## config.mk

```make
export PLATFORM = sky130hd
export DESIGN_NAME = hazard_unit_flat
export DESIGN_NICKNAME = d
export VERILOG_FILES = /design/src/rtl/hazard_pkg.sv /design/src/rtl/hazard_unit_if.sv /design/src/rtl/hazard_fwd_sel.sv /design/src/rtl/hazard_unit.sv /design/src/flat_wrapper.sv
export SDC_FILE = /design/constraint.sdc
export NUM_CORES = 1
export LEC_CHECK = 0
export ABC_AREA = 1
export BUFFER_PORTS_ARGS = -buffer_cell sky130_fd_sc_hd__buf_4
export CAP_MARGIN = 20
export CORE_UTILIZATION = 45
export CTS_CLUSTER_DIAMETER = 50
export DETAILED_ROUTE_END_ITERATION = 10
export GPL_TIMING_DRIVEN = 0
export MAX_ROUTING_LAYER = met4
export PLACE_DENSITY = 0.72
export SKIP_LAST_GASP = 1
export SLEW_MARGIN = 20
export SYNTH_ARGS = -nofsm -noshare
export SYNTH_HDL_FRONTEND = slang
export SYNTH_SLANG_ARGS = --single-unit
```

## constraint.sdc

```tcl
create_clock -name clk -period 2.9 [get_ports clk]
set_clock_uncertainty 0.2 [all_clocks]
set_input_delay 0.87 -clock clk [delete_from_list [all_inputs] [get_ports clk]]
set_output_delay 0.87 -clock clk [all_outputs]
set_load 0.02 [all_outputs]
```

## src/rtl/hazard_pkg.sv

```systemverilog
// Shared types and constants for the pipeline hazard controller.
package hazard_pkg;

   typedef enum logic [1:0] {
      FWD_RF = 2'b00,
      FWD_W  = 2'b01,
      FWD_M  = 2'b10
   } fwd_sel_t;

   typedef enum logic [1:0] {
      IDLE   = 2'b00,
      MISS   = 2'b01,
      RESUME = 2'b10
   } miss_state_t;

   localparam int REG_ZERO = 0;

endpackage

```

## src/rtl/hazard_unit_if.sv

```systemverilog
// Bundle of pipeline-side signals exchanged with the hazard controller.
// The pipeline drives through the master modport; the controller uses slave.
interface hazard_unit_if #(
   parameter int REG_ADDR_WIDTH = 5,
   parameter int COUNT_WIDTH    = 32
);

   logic [REG_ADDR_WIDTH-1:0] Rs1D;
   logic [REG_ADDR_WIDTH-1:0] Rs2D;
   logic [REG_ADDR_WIDTH-1:0] Rs1E;
   logic [REG_ADDR_WIDTH-1:0] Rs2E;
   logic [REG_ADDR_WIDTH-1:0] RdE;
   logic [REG_ADDR_WIDTH-1:0] RdM;
   logic [REG_ADDR_WIDTH-1:0] RdW;
   logic                      RegWriteM;
   logic                      RegWriteW;
   logic                      ResultSrcE0;
   logic                      PCSrcE;
   logic                      MemAccessM;
   logic                      CacheHitM;
   logic                      MemReadyM;

   logic [1:0]                ForwardAE;
   logic [1:0]                ForwardBE;
   logic                      StallF;
   logic                      StallD;
   logic                      StallE;
   logic                      StallM;
   logic                      FlushD;
   logic                      FlushE;
   logic                      FlushW;
   logic [COUNT_WIDTH-1:0]    MissCycles;

   modport master (
      output Rs1D, Rs2D, Rs1E, Rs2E, RdE, RdM, RdW,
      output RegWriteM, RegWriteW, ResultSrcE0, PCSrcE,
      output MemAccessM, CacheHitM, MemReadyM,
      input  ForwardAE, ForwardBE,
      input  StallF, StallD, StallE, StallM,
      input  FlushD, FlushE, FlushW,
      input  MissCycles
   );

   modport slave (
      input  Rs1D, Rs2D, Rs1E, Rs2E, RdE, RdM, RdW,
      input  RegWriteM, RegWriteW, ResultSrcE0, PCSrcE,
      input  MemAccessM, CacheHitM, MemReadyM,
      output ForwardAE, ForwardBE,
      output StallF, StallD, StallE, StallM,
      output FlushD, FlushE, FlushW,
      output MissCycles
   );

endinterface

```

## src/rtl/hazard_fwd_sel.sv

```systemverilog
// Operand forwarding comparator for one execute-stage source register.
// The memory stage result is newer than writeback, so it wins; x0 is never forwarded.
module hazard_fwd_sel
   import hazard_pkg::*;
#(
   parameter int REG_ADDR_WIDTH = 5
) (
   input  logic [REG_ADDR_WIDTH-1:0] RsE,
   input  logic [REG_ADDR_WIDTH-1:0] RdM,
   input  logic [REG_ADDR_WIDTH-1:0] RdW,
   input  logic                      RegWriteM,
   input  logic                      RegWriteW,
   output fwd_sel_t                  Forward
);

   localparam logic [REG_ADDR_WIDTH-1:0] ZERO_REG = REG_ADDR_WIDTH'(REG_ZERO);

   // Pick the youngest in-flight producer of RsE, falling back to the register file.
   always_comb begin
      Forward = FWD_RF;
      if (RegWriteM && (RdM != ZERO_REG) && (RdM == RsE)) begin
         Forward = FWD_M;
      end else if (RegWriteW && (RdW != ZERO_REG) && (RdW == RsE)) begin
         Forward = FWD_W;
      end
   end

endmodule

```

## src/rtl/hazard_unit.sv

```systemverilog
// Pipeline hazard controller: operand forwarding, load-use interlock,
// branch flushes and a data-cache miss freeze with a saturating stall counter.
module hazard_unit
   import hazard_pkg::*;
#(
   parameter int REG_ADDR_WIDTH = 5,
   parameter int COUNT_WIDTH    = 32
) (
   input logic          clk,
   input logic          rst,
   hazard_unit_if.slave hz
);

   localparam logic [REG_ADDR_WIDTH-1:0] ZERO_REG = REG_ADDR_WIDTH'(REG_ZERO);

   fwd_sel_t               fwdA;
   fwd_sel_t               fwdB;
   miss_state_t            state;
   miss_state_t            nextState;
   logic                   missStall;
   logic                   lwStall;
   logic                   active;
   logic [COUNT_WIDTH-1:0] missCount;

   hazard_fwd_sel #(.REG_ADDR_WIDTH(REG_ADDR_WIDTH)) fwdSelA (
      .RsE       (hz.Rs1E),
      .RdM       (hz.RdM),
      .RdW       (hz.RdW),
      .RegWriteM (hz.RegWriteM),
      .RegWriteW (hz.RegWriteW),
      .Forward   (fwdA)
   );

   hazard_fwd_sel #(.REG_ADDR_WIDTH(REG_ADDR_WIDTH)) fwdSelB (
      .RsE       (hz.Rs2E),
      .RdM       (hz.RdM),
      .RdW       (hz.RdW),
      .RegWriteM (hz.RegWriteM),
      .RegWriteW (hz.RegWriteW),
      .Forward   (fwdB)
   );

   // While reset is held every control output is forced quiet.
   assign active = !rst;

   // A load in E whose destination feeds the instruction in D must hold D for one cycle.
   always_comb begin
      lwStall = hz.ResultSrcE0 && (hz.RdE != ZERO_REG) &&
                ((hz.RdE == hz.Rs1D) || (hz.RdE == hz.Rs2D));
   end

   // Miss FSM state register; reset abandons any miss in progress.
   always_ff @(posedge clk) begin
      if (rst) begin
         state <= IDLE;
      end else begin
         state <= nextState;
      end
   end

   // Next-state logic: a refill-complete pulse may coincide with the miss detection.
   always_comb begin
      nextState = state;
      case (state)
         IDLE: begin
            if (hz.MemAccessM && !hz.CacheHitM) begin
               nextState = hz.MemReadyM ? RESUME : MISS;
            end
         end
         MISS: begin
            if (hz.MemReadyM) begin
               nextState = RESUME;
            end
         end
         RESUME:  nextState = IDLE;
         default: nextState = IDLE;
      endcase
   end

   // FSM output: stall from the detection cycle through the refill-complete cycle.
   always_comb begin
      missStall = 1'b0;
      case (state)
         IDLE:    missStall = hz.MemAccessM && !hz.CacheHitM;
         MISS:    missStall = 1'b1;
         default: missStall = 1'b0;
      endcase
   end

   // Saturating count of miss-stall cycles for performance monitoring.
   always_ff @(posedge clk) begin
      if (rst) begin
         missCount <= '0;
      end else if (missStall && (missCount != {COUNT_WIDTH{1'b1}})) begin
         missCount <= missCount + COUNT_WIDTH'(1);
      end
   end

   // A miss freezes the whole pipeline, so branch and load-use flushes wait until it clears.
   always_comb begin
      hz.ForwardAE = active ? fwdA : FWD_RF;
      hz.ForwardBE = active ? fwdB : FWD_RF;
      hz.StallF    = active && (lwStall || missStall);
      hz.StallD    = active && (lwStall || missStall);
      hz.StallE    = active && missStall;
      hz.StallM    = active && missStall;
      hz.FlushW    = active && missStall;
      hz.FlushD    = active && hz.PCSrcE && !missStall;
      hz.FlushE    = active && (lwStall || hz.PCSrcE) && !missStall;
   end

   assign hz.MissCycles = missCount;

endmodule

```

## src/flat_wrapper.sv

```systemverilog
// flat-port wrapper written by rule: the top's interface ports become plain ports
module hazard_unit_flat import hazard_pkg::*;
#(
   parameter int REG_ADDR_WIDTH = 5,
   parameter int COUNT_WIDTH    = 32
)
  (clk, rst, hz_Rs1D, hz_Rs2D, hz_Rs1E, hz_Rs2E, hz_RdE, hz_RdM, hz_RdW, hz_RegWriteM, hz_RegWriteW, hz_ResultSrcE0, hz_PCSrcE, hz_MemAccessM, hz_CacheHitM, hz_MemReadyM, hz_ForwardAE, hz_ForwardBE, hz_StallF, hz_StallD, hz_StallE, hz_StallM, hz_FlushD, hz_FlushE, hz_FlushW, hz_MissCycles);
  hazard_unit_if #(.REG_ADDR_WIDTH(REG_ADDR_WIDTH), .COUNT_WIDTH(COUNT_WIDTH)) hz_i ();
  input logic clk;
  input logic rst;
  input wire logic [$bits(hz_i.Rs1D)-1:0] hz_Rs1D;
  input wire logic [$bits(hz_i.Rs2D)-1:0] hz_Rs2D;
  input wire logic [$bits(hz_i.Rs1E)-1:0] hz_Rs1E;
  input wire logic [$bits(hz_i.Rs2E)-1:0] hz_Rs2E;
  input wire logic [$bits(hz_i.RdE)-1:0] hz_RdE;
  input wire logic [$bits(hz_i.RdM)-1:0] hz_RdM;
  input wire logic [$bits(hz_i.RdW)-1:0] hz_RdW;
  input wire logic [$bits(hz_i.RegWriteM)-1:0] hz_RegWriteM;
  input wire logic [$bits(hz_i.RegWriteW)-1:0] hz_RegWriteW;
  input wire logic [$bits(hz_i.ResultSrcE0)-1:0] hz_ResultSrcE0;
  input wire logic [$bits(hz_i.PCSrcE)-1:0] hz_PCSrcE;
  input wire logic [$bits(hz_i.MemAccessM)-1:0] hz_MemAccessM;
  input wire logic [$bits(hz_i.CacheHitM)-1:0] hz_CacheHitM;
  input wire logic [$bits(hz_i.MemReadyM)-1:0] hz_MemReadyM;
  output wire logic [$bits(hz_i.ForwardAE)-1:0] hz_ForwardAE;
  output wire logic [$bits(hz_i.ForwardBE)-1:0] hz_ForwardBE;
  output wire logic [$bits(hz_i.StallF)-1:0] hz_StallF;
  output wire logic [$bits(hz_i.StallD)-1:0] hz_StallD;
  output wire logic [$bits(hz_i.StallE)-1:0] hz_StallE;
  output wire logic [$bits(hz_i.StallM)-1:0] hz_StallM;
  output wire logic [$bits(hz_i.FlushD)-1:0] hz_FlushD;
  output wire logic [$bits(hz_i.FlushE)-1:0] hz_FlushE;
  output wire logic [$bits(hz_i.FlushW)-1:0] hz_FlushW;
  output wire logic [$bits(hz_i.MissCycles)-1:0] hz_MissCycles;
  assign hz_i.Rs1D = hz_Rs1D;
  assign hz_i.Rs2D = hz_Rs2D;
  assign hz_i.Rs1E = hz_Rs1E;
  assign hz_i.Rs2E = hz_Rs2E;
  assign hz_i.RdE = hz_RdE;
  assign hz_i.RdM = hz_RdM;
  assign hz_i.RdW = hz_RdW;
  assign hz_i.RegWriteM = hz_RegWriteM;
  assign hz_i.RegWriteW = hz_RegWriteW;
  assign hz_i.ResultSrcE0 = hz_ResultSrcE0;
  assign hz_i.PCSrcE = hz_PCSrcE;
  assign hz_i.MemAccessM = hz_MemAccessM;
  assign hz_i.CacheHitM = hz_CacheHitM;
  assign hz_i.MemReadyM = hz_MemReadyM;
  assign hz_ForwardAE = hz_i.ForwardAE;
  assign hz_ForwardBE = hz_i.ForwardBE;
  assign hz_StallF = hz_i.StallF;
  assign hz_StallD = hz_i.StallD;
  assign hz_StallE = hz_i.StallE;
  assign hz_StallM = hz_i.StallM;
  assign hz_FlushD = hz_i.FlushD;
  assign hz_FlushE = hz_i.FlushE;
  assign hz_FlushW = hz_i.FlushW;
  assign hz_MissCycles = hz_i.MissCycles;
  hazard_unit #(.REG_ADDR_WIDTH(REG_ADDR_WIDTH), .COUNT_WIDTH(COUNT_WIDTH)) u_core (.clk(clk), .rst(rst), .hz(hz_i));
endmodule
```

==> impl_metrics.env <==
export IMPL_yosysMostFrequentCell="nand2_1"
export IMPL_fin_crit_sh_pct=100.3
export IMPL_ys_flop_type="dfxtp_1"
export IMPL_overflow=0
export IMPL_ant_nets=0
export IMPL_nNetsFinal=549
export IMPL_start_util_pct=47.21
export IMPL_synth_enable_flop_cells=0
export IMPL_syn_inst=410
export IMPL_synth_nets=455
export IMPL_synth_compound_area_share_pct=6.847
export IMPL_rr_startpoint="u_core.hz.MissCycles[0]"
export IMPL_min_path_type="flip-flop to flip-flop"
export IMPL_post_place_ws_ns=-0.1792
export IMPL_critPathLaunch="hz_Rs1D[1]"
export IMPL_fin_area_sq_um=3538
export IMPL_port_buffers=85
export IMPL_max_cap_viol_count=0
export IMPL_drtIter0Drc=137
export IMPL_synth_seq_area_share_pct=25.87
export IMPL_grt_pass1_wl_um=11860
export IMPL_track_usage_pct=24.75
export IMPL_row_count=27
export IMPL_finalSetupViolCount=1
export IMPL_placed_cell_area_sq_um=3373
export IMPL_p_per_area_nw_per_um2=283.5
export IMPL_synth_top_area_share_pct=25.87
export IMPL_cp_endpoint="hz_StallF"
export IMPL_n_antenna_cell=0
export IMPL_place_congestion=0.9040
export IMPL_period_minus_slack_ns=2.909
export IMPL_drcViolationCount=0
export IMPL_path_max_fanout=2
export IMPL_rr_endpoint="u_core.hz.MissCycles[20]"
export IMPL_synthTopCellsByArea="dfxtp_1, nand2_1, nor2_1"
export IMPL_yosys_area_share_adder_pct=0.4755
export IMPL_r2r_slack_ns=0.94
export IMPL_die_h_um=78.47
export IMPL_synth_xor_area_share_pct=9.986
export IMPL_synth_area_sq_um=2631
export IMPL_synth_warnings=0
export IMPL_synth_cell_types=24
export IMPL_grt_max_degree=11
export IMPL_worstSkewPairLatency_ns=0.29
export IMPL_finalHoldViolations=0
export IMPL_worst_slack_ns=-0.009004
export IMPL_antenna_found_initial=0
export IMPL_wirelength_um=6971
export IMPL_cts_made_buffers=5
export IMPL_synth_top_family_by_area="simple AND/OR/NAND/NOR gates"
export IMPL_fmaxAchievable_mhz=343.8
export IMPL_synth_simple_area_share_pct=46.60
export IMPL_end_kind="primary output"
export IMPL_design_core_area_sq_um=5574
export IMPL_htree_levels=2
export IMPL_via_per_inst=4.894
export IMPL_muxShareOfSynthArea_pct=0
export IMPL_p_leak_nw=1.536
export IMPL_dieArea_sq_um=6157
export IMPL_reg2regPathDepth=10
export IMPL_rsz0062_at_grt="true"
export IMPL_synth_async_reset_ratio_pct=0
export IMPL_max_slew_margin_pct=78.21
export IMPL_timing_final_max_slew_violations=0
export IMPL_syn_to_final_growth_pct=34.47
export IMPL_max_vdd_ir_drop_mv=0.1584
export IMPL_clockBufferDepth=2
export IMPL_io_pins=87
export IMPL_worst_slew_pin_slew_ns=0.3243
export IMPL_required_ns=1.83
export IMPL_yosysTopAreaCell="dfxtp_1"
export IMPL_wl_per_cell_um=12.10
export IMPL_cp_start_kind="input port"
export IMPL_arrival_ns=1.84
export IMPL_num_vias=2819
export IMPL_cts_root_buf="clkbuf_8"
export IMPL_critPathKind="input port to primary output"
export IMPL_clkTransAtPathRegs_ns=0.06
export IMPL_failed_checks="setup timing"
export IMPL_drive_gt1_share_pct=31.15
export IMPL_chipWidth_um=78.47
export IMPL_status="finished with violations"
export IMPL_dr_pass1_iters=4
export IMPL_nFillCells=535
export IMPL_cts_tree="built"
export IMPL_synthTopCellsByCount="nand2_1, nor2_1, inv_1, dfxtp_1, a21oi_1"
export IMPL_grt_pass1_vias=2624
export IMPL_hold_buffers=0
export IMPL_place_hpwl_um=5562
export IMPL_ys_ff_latch=34
export IMPL_avgSynthCellArea_sq_um=6.418
export IMPL_cts_sinks=34
[what timing repair did]
action                     CTS  global route
setup buffers                2             0
setup endpoints to repair    5             7
resized for setup            8            13
pin swaps                    5             6
[layout make-up]
class	count	area, sq um	area share (%)
plain buffers	12	122.6	3.465
multi-input cells	323	1732	48.94
inverters	41	157.7	4.455
flip-flops and latches	34	680.7	19.24
well taps	72	90.09	2.546
repair buffers	87	679.4	19.20
clock buffers	7	76.32	2.157
[logic make-up (layout without fill, tap and decap cells)]
| group | after synthesis | after routing |
|---|---|---|
| buf+inv | 53 | 147 |
| fa+ha+maj | 1 | 1 |
| compound gates | 36 | 36 |
| xor+xnor | 30 | 30 |
| flops | 34 | 34 |
| simple gates | 256 | 256 |
[cells in the final DEF, fill, tap and decap left out, drive strengths merged]
cell type	count
nand2	107
buf	97
nor2	92
inv	40
nand3	39
dfxtp	34
a21oi	33
xor2	15
xnor2	15
nor3	9
clkbuf	9
nand4	7
o21ai	3
nor4	1
or2	1
clkinvlp	1
ha	1
[sequential cells by signal, summed over array words and instances, names as in the netlist]
register              flops
u_core.hz.MissCycles     32
u_core.state              2
[stage by stage]
stage                     hold slack (ns)   TNS (ns)  power (mW)  cells  utilization [%]
after global placement             0.3001    -0.5771      0.6634    567            60.52
after global routing               0.3302    -0.2326       1.047    576            63.48
final                              0.3188  -0.009004       1.003    576            63.48
after CTS                          0.3122   -0.03631       1.001    576            62.69
after floorplan                    0.3645          0      0.5785    410                -
after detailed placement           0.3024    -0.6054      0.6661    567            60.52
[critical path: stages]
cell	delay, ns
buf_6	0.09
or2_4	0.23
a21oi_2	0.12
nand3_1	0.07
nand2_1	0.09
nand3_1	0.08
nand2_2	0.09
buf_6	0.09
buf_6	0.10
[worst min path at each step]
stage	from	to	slack, ns	cells past startpoint
after global routing	u_core.hz.MissCycles[1]	u_core.hz.MissCycles[1]	0.33	2
after CTS	u_core.hz.MissCycles[1]	u_core.hz.MissCycles[1]	0.31	2
after detailed placement	u_core.hz.MissCycles[1]	u_core.hz.MissCycles[1]	0.30	2
final	u_core.hz.MissCycles[1]	u_core.hz.MissCycles[1]	0.32	2
after floorplan	u_core.hz.MissCycles[1]	u_core.hz.MissCycles[1]	0.36	2
after global placement	u_core.hz.MissCycles[0]	u_core.hz.MissCycles[0]	0.30	2
[power by group]
group	internal, mW	switching (mW)	leakage, nW	total, mW
logic	0.102	0.0959	1.22	0.198
clock network	0.165	0.168	0.0383	0.333
registers	0.470	0.00255	0.274	0.472
[metal layers]
metal	vias up	global-route usage, %	part of all wire [%]
met3	13	3.837	6.6
met5	-	-	0
met1	1221	29.20	43
met2	104	43.86	49
met4	0	5.926	1.2
li1	1481	-	-
Power figures use the tool's default switching activity.
